`config.mk`:
```
export PLATFORM = sky130hd
export DESIGN_NAME = aig_response_misr
export DESIGN_NICKNAME = d
export VERILOG_FILES = /design/src/rtl/aig_response_misr.sv
export SDC_FILE = /design/constraint.sdc
export NUM_CORES = 1
export LEC_CHECK = 0
export ABC_CLOCK_PERIOD_IN_PS = 5500
export BUFFER_PORTS_ARGS = -buffer_cell sky130_fd_sc_hd__buf_2
export CAP_MARGIN = 15
export CELL_PAD_IN_SITES_DETAIL_PLACEMENT = 1
export CELL_PAD_IN_SITES_GLOBAL_PLACEMENT = 2
export CORE_UTILIZATION = 34
export DETAILED_ROUTE_END_ITERATION = 7
export PLACE_DENSITY = 0.95
export SETUP_SLACK_MARGIN = 0.3
export SLEW_MARGIN = 15
export SYNTH_ARGS = -nofsm -noshare
export SYNTH_HDL_FRONTEND = slang
export SYNTH_SLANG_ARGS = --single-unit
```
`constraint.sdc`:
```
create_clock -name clk -period 5.5 [get_ports clk]
set_input_delay 0.55 -clock clk [delete_from_list [all_inputs] [get_ports clk]]
set_output_delay 0.55 -clock clk [all_outputs]
set_load 0.01 [all_outputs]
```
`src/rtl/aig_response_misr.sv`:
```
// aig_response_misr
// Self-test harness for an 11-in/11-out combinational AIG benchmark netlist.
// An LFSR drives the netlist inputs. The netlist responses are compacted into
// a MISR signature. At the end of a run the signature is compared against a
// golden value.
//
// Ports
//   clk         rising-edge clock
//   rst_n       synchronous reset, active-low
//   start       one-cycle run request (honoured only in IDLE)
//   abort       cancels a run in progress (no done pulse)
//   seed        first pattern, latched on start (0 is replaced by 1)
//   n_patterns  number of patterns to apply, latched on start
//   golden      expected signature, latched on start
//   dut_x       registered pattern to the netlist inputs
//   dut_f       netlist outputs, combinational response to dut_x
//   busy        high while patterns are being applied
//   done        one-cycle completion pulse
//   pass        signature==golden; valid from done, held until next start
//   signature   MISR contents; final value held until next start
//
// Handshake: start is a single-cycle request with no ready. It is accepted
// only when busy=0 and done=0; otherwise it is dropped, not queued. Each
// accepted run ends in exactly one of three ways: a done pulse (with pass
// valid in that same cycle), an abort, or a reset. Abort and reset produce
// no pulse.
module aig_response_misr #(
  parameter int IN_W  = 11,
  parameter int OUT_W = 11,
  parameter int CNT_W = 16,
  parameter logic [IN_W-1:0]  LFSR_TAPS = 11'h500,
  parameter logic [OUT_W-1:0] MISR_POLY = 11'h005
) (
  input  logic             clk,
  input  logic             rst_n,
  input  logic             start,
  input  logic             abort,
  input  logic [IN_W-1:0]  seed,
  input  logic [CNT_W-1:0] n_patterns,
  input  logic [OUT_W-1:0] golden,
  output logic [IN_W-1:0]  dut_x,
  input  logic [OUT_W-1:0] dut_f,
  output logic             busy,
  output logic             done,
  output logic             pass,
  output logic [OUT_W-1:0] signature
);

  typedef enum logic [1:0] {
    S_IDLE = 2'd0,
    S_RUN  = 2'd1,
    S_DONE = 2'd2
  } state_t;

  localparam logic [CNT_W-1:0] CNT_ONE = CNT_W'(1);
  localparam logic [IN_W-1:0]  X_ONE   = IN_W'(1);

  state_t           state_q;
  state_t           state_d;
  logic [IN_W-1:0]  x_q;
  logic [OUT_W-1:0] misr_q;
  logic [CNT_W-1:0] count_q;
  logic [CNT_W-1:0] n_q;
  logic [OUT_W-1:0] golden_q;
  logic             pass_q;

  logic [IN_W-1:0]  x_next;
  logic [OUT_W-1:0] misr_next;
  logic             last_capture;

  // Fibonacci LFSR step and Galois MISR step
  assign x_next    = {x_q[IN_W-2:0], ^(x_q & LFSR_TAPS)};
  assign misr_next = {misr_q[OUT_W-2:0], 1'b0}
                   ^ (misr_q[OUT_W-1] ? MISR_POLY : '0)
                   ^ dut_f;

  // The count value in this cycle is the number of captures already taken.
  // The last capture is the one where that count equals n-1.
  assign last_capture = (count_q == (n_q - CNT_ONE));

  always_comb begin
    state_d = state_q;
    case (state_q)
      S_IDLE: begin
        if (start) begin
          state_d = (n_patterns == '0) ? S_DONE : S_RUN;
        end
      end
      S_RUN: begin
        // abort wins over a completion in the same cycle
        if (abort) begin
          state_d = S_IDLE;
        end else if (last_capture) begin
          state_d = S_DONE;
        end
      end
      S_DONE: begin
        state_d = S_IDLE;
      end
      default: begin
        state_d = S_IDLE;
      end
    endcase
  end

  always_ff @(posedge clk) begin
    if (!rst_n) begin
      state_q  <= S_IDLE;
      x_q      <= '0;
      misr_q   <= '0;
      count_q  <= '0;
      n_q      <= '0;
      golden_q <= '0;
      pass_q   <= 1'b0;
    end else begin
      state_q <= state_d;
      case (state_q)
        S_IDLE: begin
          if (start) begin
            n_q      <= n_patterns;
            golden_q <= golden;
            misr_q   <= '0;
            pass_q   <= 1'b0;
            count_q  <= '0;
            // an all-zero LFSR state would never leave zero
            if (n_patterns != '0) begin
              x_q <= (seed == '0) ? X_ONE : seed;
            end
          end
        end
        S_RUN: begin
          if (abort) begin
            pass_q <= 1'b0;
          end else begin
            misr_q  <= misr_next;
            x_q     <= x_next;
            count_q <= count_q + CNT_ONE;
          end
        end
        S_DONE: begin
          pass_q <= (misr_q == golden_q);
        end
        default: begin
          pass_q <= 1'b0;
        end
      endcase
    end
  end

  assign dut_x     = x_q;
  assign signature = misr_q;
  assign busy      = (state_q == S_RUN);
  assign done      = (state_q == S_DONE);
  // In the done cycle the comparison is presented directly. After that the
  // registered copy holds it until the next start.
  assign pass      = done ? (misr_q == golden_q) : pass_q;

endmodule

```
## Word-level counts from Yosys, hierarchy flattened

Cells that the tools add are included.

- Add/subtract/negate cells: 2
- Multipliers: 0
- Div/mod/pow operators: 0
- Magnitude comparators: 0
- Equal/unequal tests: 9
- Shift-type cells: 0
- Muxes and demuxes: 21
- Bitwise operators: 2
- Reductions and logical operators: 11

Operators by type and width:

| cell | count |
|---|---|
| 11-bit two-way mux | 6 |
| 11-bit one-hot mux with 2 select lines | 2 |
| 16-bit two-way mux | 2 |
| 16-bit one-hot mux with 2 select lines | 1 |
| 16-bit by 1-bit adder with 16-bit output, second input constant | 1 |
| 16-bit equality test | 1 |
| 16-bit zero test | 1 |
| 16-bit nonzero test | 1 |
| 16-bit by 1-bit subtractor with 16-bit output, second input constant | 1 |
| 11-bit equality test | 1 |
| 11-bit zero test | 1 |
| 11-bit XOR reduction | 1 |
| 11-bit XOR | 1 |
| 11-bit by 3-bit XOR with 11-bit output | 1 |
| 2-bit two-way mux | 4 |
| 2-bit != test, second input constant | 4 |
| 2-bit AND reduction | 3 |
| 2-bit one-hot mux with 2 select lines | 1 |
| 4-bit AND reduction | 1 |
| 1-bit two-way mux | 3 |
| 3-bit two-way mux | 1 |
| 3-bit by 2-bit != test with 1-bit output, second input constant | 1 |
| 1-bit one-hot mux with 3 select lines | 1 |
| 3-bit AND reduction | 1 |
| other kinds (4) | 4 |

- Flip-flop bits (word level): 68
- Bits in latches: 0
- Memory bits (writable): 0
- Memory bits (read-only): 0
- Word-level logic and storage cells: 52
- Memories: 0

## Longest topological paths before layout

- Word-level depth: 5
- Mapped depth: 9
- Gate-level depth less buffers: 8

## Worst setup path before layout

OpenSTA, ideal clock, no wires.

- Path kind: reg-to-reg
- Start point: reg n_q[7]
- End point: reg state_q[1]
- Arrival time: 2.161 ns
- Data required time: 5.440 ns
- Path slack: 3.278 ns
- Cell stages (with the launch flop): 8
- Period minus slack after synthesis: 2.222 ns
- Cell sequence: dfxtp_1 > buf_6 > or4_4 > or4_4 > a211oi_2 > nor3_1 > nor4_1 > o221a_1

- Cells in the longest elaborated chain, start to end: 4

Ends and longest elaborated chain:

| what | line | text |
|---|---|---|
| start, declared | 63 | `logic [CNT_W-1:0] n_q;` |
| start signal, assigned | 120 | `n_q <= n_patterns;` |
| 16-bit by 1-bit subtractor with 16-bit output | 79 | `assign last_capture = (count_q == (n_q - CNT_ONE));` |
| 16-bit equality test | 79 |  |
| 3-bit by 2-bit != test with 1-bit output (no line) | n/a |  |
| 2-bit AND reduction (no line) | n/a |  |
| end signal, assigned | 116 | `state_q <= state_d;` |
| end, declared | 58 | `state_t state_q;` |

Every way passes these cells.
A chain may end at the register's enable or synchronous reset.

## Final worst setup path

- Start point: reg n_q[6]
- End point: reg state_q[1]

The elaborated chain is that of the path after synthesis.

==> reports/results.txt <==
status: complete, no violations
post-synthesis cell count: 428
Seq/Total Area, Yosys: 37.5%
RSZ-0062 raised after global routing: no
Achievable Freq: 408 MHz
post-synthesis adder-cell area fraction: 0.690%
global-route wire length before repair: 16.5 mm
CP Cell Sequence: or4_4, or4_4, a211oi_2, nor3_1, nor4_1, o221a_1
drt drc: 0
Synth Area in Compound Gates: 16.6%
clock sink total: 68
count of max-cap constraint violations: 0
HPWL after detailed placement: 7.26 mm
Netlist cell types: 52
critical path type: reg -> reg
Syn. warnings: 0
core area: 10,300 µm²
predominant post-synthesis flop cell: dfxtp_1
post-synth net total: 483
Startpoint Class: flip-flop
Hold Crit Class: in -> reg
hold_sp: golden[7]
setup bufs post-CTS: 0
initial antenna violation count: 0
H-tree Lvls: 3
# IOs: 78
synth top area cells: dfxtp_1 38%, xor2_1 8.2%, nand2_1 8.2%, a21boi_0 5.8%, xnor2_1 4.8%
die area: 11,100 µm²
Final Hold Fails: 0
Setup TNS: 0 ns
Reg-to-Reg End: state_q[1]
num rows: 37
clock-pin slew on the worst setup and hold paths: 0.07 ns
DRT iter0 DRCs: 147
CP max stage delay: 0.60 ns
ANT cells: 0
Lkg Pwr: 0.00193 µW
largest family of logic cells by synthesized area: simple AND/OR/NAND/NOR gates
Die Y-Extent: 105 µm
worst ir drop on vdd: 0.106 mV
post-layout util: 41.4%
Port Buf Inserts: 77
met1 GRT Util: 22.6%
post-synthesis simple-gate area fraction: 25.4%
Longest Clk Path Bufs: 2
ys async rst share: 0%
routed vias: 3,251
Synth area leader: dfxtp_1
EDFF count, synth: 0
largest net degree at the start of global routing: 56
Detail Route Antenna Nets: 0
mux cell area share after synthesis: 3.03%
top cell family by delay on the critical path: simple AND/OR/NAND/NOR gates
Worst setup startpoint: n_q[6]
syn_area_per_cell: 8.48 µm²
Post-CTS Hold Buffers: 0
Fin Clk Skew: 0.0113 ns
CTS tree: done
XOR/XNOR share of the synthesized area: 13.0%
placed insts: 621
pwr dens: 271 nW/µm²
CP Data Required Time: 5.80 ns
Crit. End Element: flip-flop
Worst EP arrival: 2.75 ns
reg2reg path depth: 6
layout cell share with drive strength beyond 1: 21.4%
share of the synthesized area in the top cell type: 37.5%
gr busiest metal: met2
non-filler cells, final: 636
Initial Utilization: 35.1%
clock root cell: clkbuf_8
die width: 105 µm
Post-Route WL: 9.73 mm
Rel. slew slack: 32.7%
Slew Viols, Final: 0
Tot GR Track Use: 19.0%
hold path depth: 3
clock buffer count from CTS: 9
post-cts gate resize count: 0
worst hold endpoint: golden_q[7]
minimum clock period: 2.45 ns
reg2reg start: n_q[6]
Detailed Routing Iterations Pass 1: 4
Top cell by count, worst path: or4_4
final setup fails: 0
clk_lat worst skew: 0.36 ns
Layout area overhead: 17.7%
worst slew pin tran: 1.01 ns
CP max FO: 7
reg-to-reg slack, setup: 3.05 ns
global routing usage on met3: 3.90%
WL per Instance: 15.3 µm
via density per instance: 5.11
RePlAce Congestion: 0.855
vias in the first global route: 3,354
nets: 551
WP buf/inv: 0
mapped cell area: 3630 µm²
Layout fillers: 1,271
slowest stage cell, crit path: or4_4
met2 Use GR: 32.8%
Final Cycle Share: 44.6%
GRT Residual Overflow: 0
Yosys reg bits: 68
synthesized netlist by cell type, types with 2 or more instances:
cell type,count
a21boi_0,28
nand2b_1,2
and3_1,3
a31oi_1,2
buf_6,2
xnor2_1,20
nor3b_1,3
o21ai_0,8
o211a_1,10
nand2_1,79
o211ai_1,2
nor4_1,13
xor2_1,34
clkbuf_1,16
nand3b_1,3
ha_1,2
nand3_1,11
a21oi_1,7
nor3_1,7
or4_4,2
inv_1,6
mux2i_1,11
buf_1,2
nand4_1,3
dfxtp_1,68
or3_1,4
a22oi_1,12
nor2_1,28
nor2b_1,17
worst register-to-register path, stage by stage, from the launching register on:
cell and delay (ns):
dfxtp_1 0.38, or4_4 0.60, or4_4 0.53, a211oi_2 0.19, nor3_1 0.10, nor4_1 0.36, o221a_1 0.24
cells in the final DEF, fill, tap and decap left out, types with 3 or more instances in the layout:
| cell type | netlist | routed |
|---|---|---|
| xor2_1 | 34 | 34 |
| mux2i_1 | 11 | 11 |
| nor3_1 | 7 | 7 |
| nand3_1 | 11 | 11 |
| inv_1 | 6 | 6 |
| a22oi_1 | 12 | 12 |
| nand4_1 | 3 | 3 |
| nand3b_1 | 3 | 3 |
| clkbuf_8 | 1 | 11 |
| buf_2 | 0 | 77 |
| o211a_1 | 10 | 10 |
| nor4_1 | 13 | 13 |
| a21oi_1 | 7 | 7 |
| nor2_1 | 28 | 27 |
| and3_1 | 3 | 3 |
| or3_1 | 4 | 4 |
| nor2b_1 | 17 | 17 |
| dfxtp_1 | 68 | 68 |
| o21ai_0 | 8 | 8 |
| nand2_1 | 79 | 79 |
| a21boi_0 | 28 | 28 |
| xnor2_1 | 20 | 20 |
area by class of cell:
type,instances,area (µm²),area share [%]
clock inverters,2,10.0,0.234
well taps,136,170,3.99
multi-input cells,332,2150,50.3
clock buffers,13,159,3.72
inverters,6,22.5,0.528
repair buffers,79,400,9.38
flip-flops and latches,68,1360,31.9
metrics by stage:
stage               total power (µW)  instance area (µm²)  hold slack [ns]  worst slack, ns
CTS                             1170                 4270            0.436             2.77
finish                          1160                 4270            0.446             3.05
detailed placement               795                 4100            0.477             2.52
floorplan                        717                 3630            0.455             3.28
global route                    1220                 4270            0.445             2.89
global placement                 784                 4100            0.466             2.72
sequential cells by signal, indices dropped and copies added (netlist names):
signal     cells
count_q       16
dut_x         11
golden_q      11
n_q           16
pass_q         1
signature     11
state_q        2
worst max-delay path by stage:
stage / end / cells past startpoint
after floorplan: state_q[1] / 7
after global placement: dut_x[0] / 7
final: state_q[1] / 6
after detailed placement: dut_x[0] / 7
after global routing: state_q[1] / 6
after CTS: dut_x[0] / 6
logic make-up (layout without fill, tap and decap cells):
kind of cell | Yosys count | after routing
AO/OA/AOI/OAI | 79 | 79
XOR/XNOR | 54 | 54
adder cells (fa/ha/maj) | 2 | 2
buffers and inverters | 28 | 100
flip-flops | 68 | 68
multiplexers | 11 | 11
AND/OR/NAND/NOR | 186 | 186
layer usage:
metal / part of all wire (%) / vias to the layer above / wire (µm)
met5: 0 / - / 0
li1: - / 1618 / -
met2: 49 / 57 / 4780
met4: 2.4 / 0 / 237
met3: 2.8 / 14 / 268
met1: 46 / 1562 / 4440
power by group:
group	switching (µW)	internal [µW]
logic	127	101
registers	32.5	520
clock network	189	185
No activity file was read; power rests on OpenSTA's default activity.
